==> config.mk <==
export PLATFORM = sky130hd
export DESIGN_NAME = hour_cnt_bcd_flat
export DESIGN_NICKNAME = d
export VERILOG_FILES = /design/src/rtl/hour_cnt_bcd_if.sv /design/src/rtl/hour_cnt_bcd.sv /design/src/flat_wrapper.sv
export SDC_FILE = /design/constraint.sdc
export NUM_CORES = 1
export LEC_CHECK = 0
export ABC_CLOCK_PERIOD_IN_PS = 4700
export CAP_MARGIN = 15
export CORE_UTILIZATION = 44
export DETAILED_ROUTE_END_ITERATION = 7
export GPL_TIMING_DRIVEN = 0
export PLACE_DENSITY = 0.78
export SLEW_MARGIN = 20
export SYNTH_ARGS = -nofsm -noshare
export SYNTH_HDL_FRONTEND = slang
export SYNTH_SLANG_ARGS = --single-unit
export TNS_END_PERCENT = 5
==> constraint.sdc <==
create_clock -name clk_i -period 4.7 [get_ports clk_i]
set_clock_uncertainty 0.15 [all_clocks]
set_input_delay 1.175 -clock clk_i [delete_from_list [all_inputs] [get_ports clk_i]]
set_output_delay 1.175 -clock clk_i [all_outputs]
set_load 0.005 [all_outputs]
==> src/rtl/hour_cnt_bcd_if.sv <==
`default_nettype none
// ============================================================================
// Module      : hour_cnt_bcd_if
// Description : Strobe, time-set and display bundle of the BCD hour stage.
// Revision    : 1.0 - initial release
// ============================================================================
interface hour_cnt_bcd_if;
    logic       en_i;
    logic       mode12_i;
    logic       load_i;
    logic [3:0] ld_hour1_i;
    logic [3:0] ld_hour0_i;
    logic [3:0] hour1;
    logic [3:0] hour0;
    logic       pm;
    logic       day_en;
    logic       load_err_o;

    modport master (
        output en_i, mode12_i, load_i, ld_hour1_i, ld_hour0_i,
        input  hour1, hour0, pm, day_en, load_err_o
    );

    modport slave (
        input  en_i, mode12_i, load_i, ld_hour1_i, ld_hour0_i,
        output hour1, hour0, pm, day_en, load_err_o
    );
endinterface
`default_nettype wire

==> src/rtl/hour_cnt_bcd.sv <==
`default_nettype none
// ============================================================================
// Module      : hour_cnt_bcd
// Description : 24h BCD hour counter with 12h/24h display and day carry.
//               Time-set load path enabled by defining HOUR_CNT_LOAD_EN.
// Revision    : 1.0 - initial release
// ============================================================================
module hour_cnt_bcd #(
    parameter int RST_HOUR  = 0,
    parameter bit DAY_PULSE = 1'b1
) (
    input  wire logic     clk_i,
    input  wire logic     rst_n,
    hour_cnt_bcd_if.slave bus
);

    localparam logic [3:0] c_RST1 = 4'(RST_HOUR / 10);
    localparam logic [3:0] c_RST0 = 4'(RST_HOUR % 10);

    if (RST_HOUR < 0 || RST_HOUR > 23) begin : g_bad_rst_hour
        $error("hour_cnt_bcd: RST_HOUR must be within 0..23");
    end

    logic [3:0] r_cnt1, r_cnt0;
    logic       r_day_en;
    logic       r_ld_err;

    logic [3:0] w_cnt1_nxt, w_cnt0_nxt;
    logic       w_wrap;
    logic       w_update;
    logic       w_ld_err;
    logic       w_day_nxt;
    logic       w_ld_ok;
    logic       w_ld_bad;

`ifdef HOUR_CNT_LOAD_EN
    logic w_ld_valid;
    assign w_ld_valid = (bus.ld_hour1_i <  4'd2 && bus.ld_hour0_i <= 4'd9) ||
                        (bus.ld_hour1_i == 4'd2 && bus.ld_hour0_i <= 4'd3);
    assign w_ld_ok    = bus.load_i &  w_ld_valid;
    assign w_ld_bad   = bus.load_i & ~w_ld_valid;
`else
    logic w_ld_unused;
    assign w_ld_unused = &{1'b0, bus.load_i, bus.ld_hour1_i, bus.ld_hour0_i};
    assign w_ld_ok     = 1'b0;
    assign w_ld_bad    = 1'b0;
`endif

    // A rejected load still takes priority over en_i: the count holds.
    always_comb begin
        w_cnt1_nxt = r_cnt1;
        w_cnt0_nxt = r_cnt0;
        w_wrap     = 1'b0;
        w_update   = 1'b0;
        w_ld_err   = 1'b0;
        if (w_ld_ok) begin
            w_cnt1_nxt = bus.ld_hour1_i;
            w_cnt0_nxt = bus.ld_hour0_i;
            w_update   = 1'b1;
        end else if (w_ld_bad) begin
            w_ld_err   = 1'b1;
        end else if (bus.en_i) begin
            w_update = 1'b1;
            if (r_cnt1 == 4'd2 && r_cnt0 == 4'd3) begin
                w_cnt1_nxt = 4'd0;
                w_cnt0_nxt = 4'd0;
                w_wrap     = 1'b1;
            end else if (r_cnt0 == 4'd9) begin
                w_cnt1_nxt = r_cnt1 + 4'd1;
                w_cnt0_nxt = 4'd0;
            end else begin
                w_cnt0_nxt = r_cnt0 + 4'd1;
            end
        end
    end

    if (DAY_PULSE) begin : g_day_pulse
        assign w_day_nxt = w_wrap;
    end else begin : g_day_level
        // Level holds across idle cycles and rejected loads; any real update clears it.
        assign w_day_nxt = w_wrap | (r_day_en & ~w_update);
    end

    always_ff @(posedge clk_i or negedge rst_n) begin
        if (!rst_n) begin
            r_cnt1   <= c_RST1;
            r_cnt0   <= c_RST0;
            r_day_en <= 1'b0;
            r_ld_err <= 1'b0;
        end else begin
            r_cnt1   <= w_cnt1_nxt;
            r_cnt0   <= w_cnt0_nxt;
            r_day_en <= w_day_nxt;
            r_ld_err <= w_ld_err;
        end
    end

    logic [4:0] w_bin;
    logic [4:0] w_disp;
    logic [3:0] w_d1, w_d0;

    assign w_bin = 5'(r_cnt1) * 5'd10 + 5'(r_cnt0);

    always_comb begin
        w_disp = w_bin;
        if (bus.mode12_i) begin
            if (w_bin == 5'd0) begin
                w_disp = 5'd12;
            end else if (w_bin > 5'd12) begin
                w_disp = w_bin - 5'd12;
            end
        end
    end

    always_comb begin
        w_d1 = 4'd0;
        w_d0 = w_disp[3:0];
        if (w_disp >= 5'd20) begin
            w_d1 = 4'd2;
            w_d0 = 4'(w_disp - 5'd20);
        end else if (w_disp >= 5'd10) begin
            w_d1 = 4'd1;
            w_d0 = 4'(w_disp - 5'd10);
        end
    end

    assign bus.hour1      = w_d1;
    assign bus.hour0      = w_d0;
    assign bus.pm         = (w_bin >= 5'd12);
    assign bus.day_en     = r_day_en;
    assign bus.load_err_o = r_ld_err;

endmodule
`default_nettype wire

==> src/flat_wrapper.sv <==
// flat-port wrapper written by rule: the top's interface ports become plain ports
module hour_cnt_bcd_flat 
#(
    parameter int RST_HOUR  = 0,
    parameter bit DAY_PULSE = 1'b1
)
  (clk_i, rst_n, bus_en_i, bus_mode12_i, bus_load_i, bus_ld_hour1_i, bus_ld_hour0_i, bus_hour1, bus_hour0, bus_pm, bus_day_en, bus_load_err_o);
  hour_cnt_bcd_if bus_i ();
  input  wire logic clk_i;
  input  wire logic rst_n;
  input wire logic [$bits(bus_i.en_i)-1:0] bus_en_i;
  input wire logic [$bits(bus_i.mode12_i)-1:0] bus_mode12_i;
  input wire logic [$bits(bus_i.load_i)-1:0] bus_load_i;
  input wire logic [$bits(bus_i.ld_hour1_i)-1:0] bus_ld_hour1_i;
  input wire logic [$bits(bus_i.ld_hour0_i)-1:0] bus_ld_hour0_i;
  output wire logic [$bits(bus_i.hour1)-1:0] bus_hour1;
  output wire logic [$bits(bus_i.hour0)-1:0] bus_hour0;
  output wire logic [$bits(bus_i.pm)-1:0] bus_pm;
  output wire logic [$bits(bus_i.day_en)-1:0] bus_day_en;
  output wire logic [$bits(bus_i.load_err_o)-1:0] bus_load_err_o;
  assign bus_i.en_i = bus_en_i;
  assign bus_i.mode12_i = bus_mode12_i;
  assign bus_i.load_i = bus_load_i;
  assign bus_i.ld_hour1_i = bus_ld_hour1_i;
  assign bus_i.ld_hour0_i = bus_ld_hour0_i;
  assign bus_hour1 = bus_i.hour1;
  assign bus_hour0 = bus_i.hour0;
  assign bus_pm = bus_i.pm;
  assign bus_day_en = bus_i.day_en;
  assign bus_load_err_o = bus_i.load_err_o;
  hour_cnt_bcd #(.RST_HOUR(RST_HOUR), .DAY_PULSE(DAY_PULSE)) u_core (.clk_i(clk_i), .rst_n(rst_n), .bus(bus_i));
endmodule
==> flow_summary.ini, run 1 <==
[finish]
drive_gt1_share_pct = 34.2
area_delta_synth_final_pct = 46.3
antenna-diode-count = 0
nNetsFinal = 176
fin_util_pct = 70.5
final_cell_count_no_fill = 176

[yosys]
netlist_area_sq_um = 985
netlist.area_leader.share_pct = 22.9
synth.avg_cell_area_sq_um = 8.49
synth-seq-cells = 9
synth.area.top_cells = dfrtp_1 23%, ha_1 15%, inv_1 3.8%
ys_types = 41
synth_ff_type = dfrtp_1
ys_warn_count = 0
synth-edff-count = 0
yosys.area.top_type = dfrtp_1
postSynthCellCount = 116
synth_sequential_area_ratio_pct = 22.9
asyncSetResetFlopFracSynth_pct = 100

[drt]
drt_iter0_drc = 27
post_drt_via_cell_ratio = 5.74
routed_wl_um = 2710
wl_per_cell_um = 15.4
vias = 1010
dr.pass1.iters = 4
antenna_violation_net_count_after_detailed_routing = 0
post-route-drc-count = 0

[clock_tree]
clock-sinks = 9
clk_latency_ns = 0.28
clk_path_buf_depth = 2
register_clock_pin_slew_on_the_reported_worst_setup_and_hold_paths_ns = 0.06
tritoncts = yes
cts.htree.levels = 1
root_buffer_cell = clkbuf_4
numCtsBuffers = 3

[place]
dp.cells = 156
dp.final_hpwl_um = 1460
finalWeightedCongestion = 0.788
number_of_input_and_output_port_buffers_inserted = 11

[sta]
tightestPinTransition_ns = 0.567
finalWorstPathRequiredPeriod_ns = 4.90
max_freq_mhz = 204
layout_worst_path_cycle_share_pct = 104
maxSlewHeadroom_pct = 61.2
finalHoldViolCount = 0
timing.final.max_slew_violations = 0
setup_total_negative_slack_ns = -0.531
fin_worst_hold_slack_ns = 0.403
finalWorstSetupSlack_ns = -0.201
grt_setup_unrepaired = yes
setup_violations = 3

[grt]
number_of_global_route_vias_before_repair = 985
grt_max_degree = 10
wire_length_of_the_first_global_routing_pass_um = 4550
globalRoute.totalOverflow = 0
grt.total_usage_pct = 25.2
initial_antenna_violation_count = 0

[floorplanning]
placement_rows = 16
fp.dieW_um = 49.3
die_h_um = 49.3
pin_count = 24
die_area_sq_um = 2430
placeableCoreArea_sq_um = 2040
floorplan.initialDensity_pct = 48.2

[critical_path]
critPathMaxFanout = 3
worstPathRequired_ns = 3.38
timing.critical_path.arrival_ns = 3.58
timing.critical_path.to_type = output pin
worstSetupStartpointType = flip-flop
path_class = flip-flop to output pin

[worst_hold_path]
worstHoldPathType = flip-flop to flip-flop

[status]
violations = setup timing
run_status = finished with violations

[job]
drv_cap = 0
[final timing paths]
| kind | slack [ns] | depth (start not counted) | end | from |
|---|---|---|---|---|
| hold reg to reg | 0.40 | 1 | u_core.r_cnt1[3]$_DFFE_PN0P_ | u_core.r_cnt1[3]$_DFFE_PN0P_ |
| hold / removal | 0.40 | 1 | u_core.r_cnt1[3]$_DFFE_PN0P_ | u_core.r_cnt1[3]$_DFFE_PN0P_ |
| max in group asynchronous | 3.03 | 1 | u_core.r_cnt1[0]$_DFFE_PN0P_ | rst_n |
| setup reg to reg | 2.55 | 9 | u_core.r_cnt1[3]$_DFFE_PN0P_ | u_core.r_cnt1[0]$_DFFE_PN0P_ |
| min in group asynchronous | 1.05 | 1 | u_core.r_cnt1[2]$_DFFE_PN0P_ | rst_n |
| setup / recovery | -0.20 | 15 | bus_hour0[2] | u_core.r_cnt1[0]$_DFFE_PN0P_ |
[per-stage QoR]
stage,worst slack [ns],area [sq um]
after detailed placement,-0.812,1140
after global placement,-0.773,1140
final,-0.201,1440
after floorplan,0.0145,992
after CTS,-0.235,1410
after global routing,-0.299,1440
[flip-flops by register name, summed over array words and instances (netlist names)]
signal / count
u_core.r_cnt1: 4
u_core.bus.day_en: 1
u_core.r_cnt0: 4
[cell usage in the layout, fill, tap and decap left out, types with 2 or more instances in the layout]
| master | instances |
|---|---|
| a21o_1 | 4 |
| clkbuf_4 | 3 |
| buf_4 | 19 |
| mux2i_1 | 2 |
| nor2_1 | 5 |
| dfrtp_1 | 8 |
| nand2b_1 | 4 |
| inv_1 | 8 |
| a31oi_1 | 2 |
| clkdlybuf4s15_1 | 2 |
| xor2_1 | 2 |
| conb_1 | 3 |
| nand3_1 | 4 |
| nand2_1 | 7 |
| and3_1 | 2 |
| a211o_1 | 2 |
| clkdlybuf4s50_1 | 5 |
| nor3_1 | 5 |
| ha_1 | 6 |
| ha_4 | 5 |
| buf_2 | 3 |
| clkbuf_1 | 4 |
| o21ai_0 | 4 |
| nor3b_4 | 2 |
| o31ai_1 | 2 |
| a21oi_1 | 4 |
[per-layer routing]
layer  wire, um  global-route usage (%)  up-vias  part of all wire (%)
li1           -                       -      487                     -
met1       1200                    30.5      479                    44
met2       1320                    42.9       38                    49
met3        129                    5.61        6                   4.8
met4         59                    9.31        0                   2.2
met5          0                       0        -                     0
[what timing repair did]
item                                    in CTS  in global routing
resized for setup                           47                  4
pin swaps                                   17                 11
endpoints found under the setup margin       5                  5
buffers inserted                            15                  2
hold endpoints to repair                     0                  0
hold buffers                                 0                  0
[cell type report]
cell class,count,area (sq um)
Multi-Input combinational cell,92,855
Fill cell,151,602
Sequential cell,9,226
Timing Repair Buffer,28,225
Inverter,10,40.0
Buffer,6,33.8
Tap cell,27,33.8
Clock buffer,4,26.3
[kinds of logic after synthesis]
| kind of cell | share of synthesized area, % |
|---|---|
| DFF | 22.9 |
| muxes | 3.56 |
| adders and majority gates | 17.3 |
| and+or+nand+nor | 22.2 |
| AOI/OAI and AO/OA | 21.0 |
| other | 0.381 |
| buffers and inverters | 7.75 |
| xor gates and xnor gates | 4.96 |
[worst max-delay path: stages, from the launching register on]
cell and delay, ns:
dfrtp_2 0.45, ha_4 0.18, fa_2 0.40, xor2_4 0.19, ha_4 0.18, nor3b_4 0.15
o31a_1 0.27, o22a_2 0.23, nor2_4 0.11, inv_2 0.06, ha_4 0.15, nor3b_4 0.15
or3_4 0.35, a211oi_2 0.22, a211o_1 0.12, buf_2 0.10
[cells in the mapped netlist (2+ instances only)]
cell / count
ha_1: 12
a31oi_1: 2
o31ai_1: 2
o22ai_1: 2
dfrtp_1: 9
a21oi_1: 4
xor2_1: 3
o21ai_0: 4
nor3_1: 7
clkbuf_1: 3
nand2_1: 7
nand3_1: 4
nor3b_1: 2
nor2b_1: 2
a211oi_1: 2
buf_4: 3
nor2_1: 6
a211o_1: 2
a21o_1: 4
nand2b_1: 4
inv_1: 10
mux2i_1: 2
and3_1: 2
Power of run 1 is not shown: default switching activity piles up to over one toggle a cycle in this logic, so the estimate is an artifact.
==> run 2, diff against run 1 <==
--- a/config.mk
+++ b/config.mk
@@ -10,7 +10,7 @@
 export CORE_UTILIZATION = 44
 export DETAILED_ROUTE_END_ITERATION = 7
 export GPL_TIMING_DRIVEN = 0
-export PLACE_DENSITY = 0.78
+export PLACE_DENSITY_LB_ADDON = 0.05
 export SLEW_MARGIN = 20
 export SYNTH_ARGS = -nofsm -noshare
 export SYNTH_HDL_FRONTEND = slang
==> run 2 against run 1 <==
Effect of this change: sequential cell count unchanged; first-iteration DRC count shrank 22%; non-clock buffer count rose by 2; the run still ends with setup timing left; largest cell class unchanged; final cell count up 1.1%; worst hold slack better by 0.012 ns; fmax up 1.8%; via count decreased by 2.3%; routed wire length decreased by 5.5%; clock-buffer cell count unchanged; global-route usage is 1.1 points lower.
==> flow_summary.ini, run 2 (synthesis results as in run 1) <==
[clock_tree]
clk_latency_ns = 0.26
clk_path_buf_depth = 2
postCtsHoldBufs = 0
numCtsBuffers = 3
clock-sinks = 9
tritoncts = yes
register_clock_pin_slew_on_the_reported_worst_setup_and_hold_paths_ns = 0.06
cts.htree.levels = 1
root_buffer_cell = clkbuf_4

[drt]
dr.pass1.iters = 4
drt_iter0_drc = 21
post_drt_via_cell_ratio = 5.54
routed_wl_um = 2560
post-route-drc-count = 0
antenna_violation_net_count_after_detailed_routing = 0
wl_per_cell_um = 14.4
vias = 987

[status]
violations = setup timing
run_status = finished with violations

[sta]
layout_worst_path_cycle_share_pct = 102
setup_violations = 3
finalWorstSetupSlack_ns = -0.115
timing.final.max_slew_violations = 0
grt_setup_unrepaired = yes
tightestPinTransition_ns = 0.524
finalWorstPathRequiredPeriod_ns = 4.82
setup_total_negative_slack_ns = -0.157
maxSlewHeadroom_pct = 64.2
finalHoldViolCount = 0
fin_worst_hold_slack_ns = 0.416
max_freq_mhz = 208

[finish]
nNetsFinal = 178
filler_cell_count = 165
layout.cells.most_common_list = 18 x buf_4, 7 x inv_1, 7 x nand2_1, 7 x dfrtp_1
final_cell_count_no_fill = 178
layout.cells.most_common = buf_4
multiInputGateArea_sq_um = 853
antenna-diode-count = 0
area_delta_synth_final_pct = 48.3
drive_gt1_share_pct = 39.7
ff_latch_area_sq_um = 228

[grt]
wire_length_of_the_first_global_routing_pass_um = 4530
number_of_global_route_vias_before_repair = 978
grt_max_degree = 10
initial_antenna_violation_count = 0
globalRoute.totalOverflow = 0
grt.total_usage_pct = 24.0

[critical_path]
crit_path_max_incr_delay_ns = 0.47
crit_chain = ha_4 > fa_2 > xor2_4 > ha_2 > nor3b_4 > o31a_1 > o22a_2 > nor2_4 > inv_2 > ha_2 > nor3b_4 > buf_6 > a211o_1 > a211o_1 > buf_2
worstSetupStartpointType = flip-flop
critPathMaxFanout = 5
timing.critical_path.arrival_ns = 3.49
timing.critical_path.to_type = output pin
reg2reg_depth = 9
slowest_stage = dfrtp_2
path_class = flip-flop to output pin
worstPathRequired_ns = 3.38

[floorplanning]
pin_count = 24
die_h_um = 49.3
placement_rows = 16
floorplan.initialDensity_pct = 48.2
fp.dieW_um = 49.3
placeableCoreArea_sq_um = 2040
die_area_sq_um = 2430

[worst_hold_path]
worstHoldPathType = flip-flop to flip-flop
min_path_cells = 1

[place]
dp.cells = 156
number_of_input_and_output_port_buffers_inserted = 11
dp.final_hpwl_um = 1560
finalWeightedCongestion = 0.788

[job]
drv_cap = 0
==> run 2: cell types whose count changed in the layout (fill, tap and decap cells not counted), sizes merged <==
cell	delta
buf	+3
clkbuf	+1
clkdlybuf4s15	-2
dlygate4sd2	-1
dlymetal6s2s	+1
==> run 2: layout make-up <==
cell class | count | share of cell area [%]
clock buffer | 4 | 1.80
sequential | 9 | 15.6
timing repair buffer | 29 | 16.0
multi-input combinational | 92 | 58.4
buffer | 7 | 3.08
tap | 27 | 2.31
inverter | 10 | 2.74
==> run 2: final timing paths <==
path	start	endpoint	slack [ns]
worst max-delay path	u_core.r_cnt1[0]$_DFFE_PN0P_	bus_hour0[2]	-0.12
min in group asynchronous	rst_n	u_core.r_cnt0[3]$_DFFE_PN0P_	1.07
max in group asynchronous	rst_n	u_core.r_cnt0[1]$_DFFE_PN0P_	3.00
worst min-delay path	u_core.r_cnt1[3]$_DFFE_PN0P_	u_core.r_cnt1[3]$_DFFE_PN0P_	0.42
worst max register to register	u_core.r_cnt1[0]$_DFFE_PN0P_	u_core.r_cnt1[3]$_DFFE_PN0P_	2.47
worst min register to register	u_core.r_cnt1[3]$_DFFE_PN0P_	u_core.r_cnt1[3]$_DFFE_PN0P_	0.42
==> run 2: critical path, delay by kind of cell, from the launching register on <==
kind,cells,cell delay (ns)
compound gates,4,0.93
fa+ha+maj,4,0.92
flops,1,0.47
simple gates,3,0.41
buf+inv,3,0.31
xor+xnor,1,0.18
==> run 2: repair_timing <==
| action | 4_1_cts | 5_1_grt |
|---|---|---|
| resized for setup | 50 | 10 |
| buffers inserted | 15 | 3 |
| endpoints found under the setup margin | 5 | 5 |
| pin swaps | 16 | 11 |
| cloned | 0 | 0 |
==> run 2: metrics by stage <==
| step | area [sq um] | setup slack [ns] | utilization (%) |
|---|---|---|---|
| after floorplan | 992 | 0.0145 | - |
| after global placement | 1140 | -0.762 | 55.6 |
| after detailed placement | 1140 | -0.746 | 55.6 |
| after CTS | 1410 | -0.231 | 68.8 |
| after global routing | 1460 | -0.222 | 71.5 |
| final | 1460 | -0.115 | 71.5 |
==> run 2: metal layers <==
metal,GRT usage [%],vias to the layer above,share of wire [%]
li1,-,480,-
met2,40.9,26,50
met3,5.30,4,3.2
met1,30.4,477,46
met4,5.88,0,0.98
met5,0,-,0
Power of run 2 is left out for the same reason.
==> run 3, diff against run 2 <==
--- a/config.mk
+++ b/config.mk
@@ -11,6 +11,7 @@
 export DETAILED_ROUTE_END_ITERATION = 7
 export GPL_TIMING_DRIVEN = 0
 export PLACE_DENSITY_LB_ADDON = 0.05
+export SKIP_LAST_GASP = 1
 export SLEW_MARGIN = 20
 export SYNTH_ARGS = -nofsm -noshare
 export SYNTH_HDL_FRONTEND = slang
==> run 3 against run 2 <==
Effect of this change: the flow still finishes with violations (setup timing); register-to-register slack about the same; clock-buffer cell count unchanged; utilization down 0.74 points; worst hold slack worse by 0.00089 ns; critical endpoint unchanged.
==> flow_summary.ini, run 3 (synthesis results as in run 1) <==
[drt]
vias = 981
post-route-drc-count = 0
post_drt_via_cell_ratio = 5.54
routed_wl_um = 2570
wl_per_cell_um = 14.5
drt_iter0_drc = 19
antenna_violation_net_count_after_detailed_routing = 0
dr.pass1.iters = 4

[finish]
layout.cells.most_common = buf_4
layout.cells.most_common_list = 17 x buf_4, 8 x inv_1, 7 x nand2_1, 7 x dfrtp_1, 6 x ha_1
drive_gt1_share_pct = 36.0
filler_cell_count = 166
nNetsFinal = 177
antenna-diode-count = 0
fin_util_pct = 70.8
final_cell_area_sq_um = 1450
final_cell_count_no_fill = 177
area_delta_synth_final_pct = 46.8

[critical_path]
timing.critical_path.arrival_ns = 3.49
regToRegEndpoint = u_core.r_cnt1[3]$_DFFE_PN0P_
critical_path.startpoint = u_core.r_cnt1[0]$_DFFE_PN0P_
crit-reg2reg-launch = u_core.r_cnt1[0]$_DFFE_PN0P_
worst_setup_path_endpoint = bus_hour0[2]
crit_chain = ha_4 > fa_2 > xor2_4 > ha_2 > nor3b_4 > o31a_1 > o22a_2 > nor2_4 > inv_2 > ha_2 > nor3b_4 > buf_6 > a211o_1 > a211o_1 > buf_2
worstPathRequired_ns = 3.38
crit_path_max_incr_delay_ns = 0.47
reg2reg_depth = 9
timing.critical_path.to_type = output pin
critPathMaxFanout = 5
path_class = flip-flop to output pin
slowest_stage = dfrtp_2
r2r_setup_slack_ns = 2.47
worstSetupStartpointType = flip-flop

[sta]
layout_worst_path_cycle_share_pct = 102
finalWorstPathRequiredPeriod_ns = 4.81
setup_violations = 4
finalWorstSetupSlack_ns = -0.114
timing.final.max_slew_violations = 0
grt_setup_unrepaired = yes
finalHoldViolCount = 0
tightestPinTransition_ns = 0.560
maxSlewHeadroom_pct = 62.6
max_freq_mhz = 208
setup_total_negative_slack_ns = -0.177

[grt]
number_of_global_route_vias_before_repair = 976
globalRoute.totalOverflow = 0
grt.total_usage_pct = 23.6
wire_length_of_the_first_global_routing_pass_um = 4440
initial_antenna_violation_count = 0
grt_max_degree = 10

[worst_hold_path]
worstHoldPathType = flip-flop to flip-flop
worstHoldStart = u_core.r_cnt1[3]$_DFFE_PN0P_

[clock_tree]
numCtsBuffers = 3
cts.htree.levels = 1
root_buffer_cell = clkbuf_4
clk_latency_ns = 0.26
clk_path_buf_depth = 2
clock-sinks = 9
register_clock_pin_slew_on_the_reported_worst_setup_and_hold_paths_ns = 0.06
tritoncts = yes

[place]
dp.cells = 156
area_after_dpl_sq_um = 1140
dp.final_hpwl_um = 1560
number_of_input_and_output_port_buffers_inserted = 11
finalWeightedCongestion = 0.788

[status]
violations = setup timing
run_status = finished with violations

[floorplanning]
die_area_sq_um = 2430
placement_rows = 16
fp.dieW_um = 49.3
floorplan.initialDensity_pct = 48.2
placeableCoreArea_sq_um = 2040
die_h_um = 49.3
pin_count = 24

[job]
drv_cap = 0
[run 3: changes by cell type in the layout (fill, tap and decap cells not counted)]
cell	change
a211oi_1	+1
a211oi_2	-1
a21oi_1	+1
a21oi_2	-1
buf_2	-1
buf_4	-1
dlygate4sd2_1	+1
ha_1	+1
ha_2	-1
inv_1	+1
inv_2	-1
[run 3: critical path, delay by kind of cell (launching register included)]
kind | cells | cell delay (ns)
AOI/OAI and AO/OA | 4 | 0.93
xor gates and xnor gates | 1 | 0.18
adders and majority gates | 4 | 0.91
buffers and inverters | 3 | 0.32
DFF | 1 | 0.47
and+or+nand+nor | 3 | 0.41
[run 3: layout make-up]
class / count / area, sq um / area share [%]
inverters: 10 / 40.0 / 2.77
multi-input cells: 92 / 842 / 58.3
well taps: 27 / 33.8 / 2.34
repair buffers: 28 / 230 / 15.9
plain buffers: 7 / 45.0 / 3.12
flip-flops and latches: 9 / 228 / 15.8
clock buffers: 4 / 26.3 / 1.82
[run 3: metrics by stage]
step	hold slack, ns	worst slack [ns]
after floorplan	0.336	0.0145
after global placement	0.377	-0.762
after detailed placement	0.385	-0.746
after CTS	0.404	-0.231
after global routing	0.436	-0.225
final	0.415	-0.114
[run 3: how the worst min path moves through the flow]
stage / endpoint / slack, ns / cells past startpoint
floorplan: u_core.r_cnt1[3]$_DFFE_PN0P_ / 0.34 / 1
global placement: u_core.r_cnt1[3]$_DFFE_PN0P_ / 0.38 / 1
detailed placement: u_core.r_cnt1[3]$_DFFE_PN0P_ / 0.38 / 1
CTS: u_core.r_cnt1[3]$_DFFE_PN0P_ / 0.40 / 1
global route: u_core.r_cnt1[3]$_DFFE_PN0P_ / 0.44 / 1
finish: u_core.r_cnt1[3]$_DFFE_PN0P_ / 0.42 / 1
[run 3: metal layers]
metal	wire length [um]	GRT usage (%)
met1	1180	29.5
met4	13	6.37
met2	1300	40.4
met3	71	4.98
met5	0	0
[run 3: what timing repair did]
action / CTS / global route
hold buffers: 0 / 0
pin swaps: 16 / 11
setup endpoints to repair: 5 / 5
buffers inserted: 15 / 2
gates resized for setup: 44 / 9
cloned: 0 / 0
Power of run 3 is left out for the same reason.
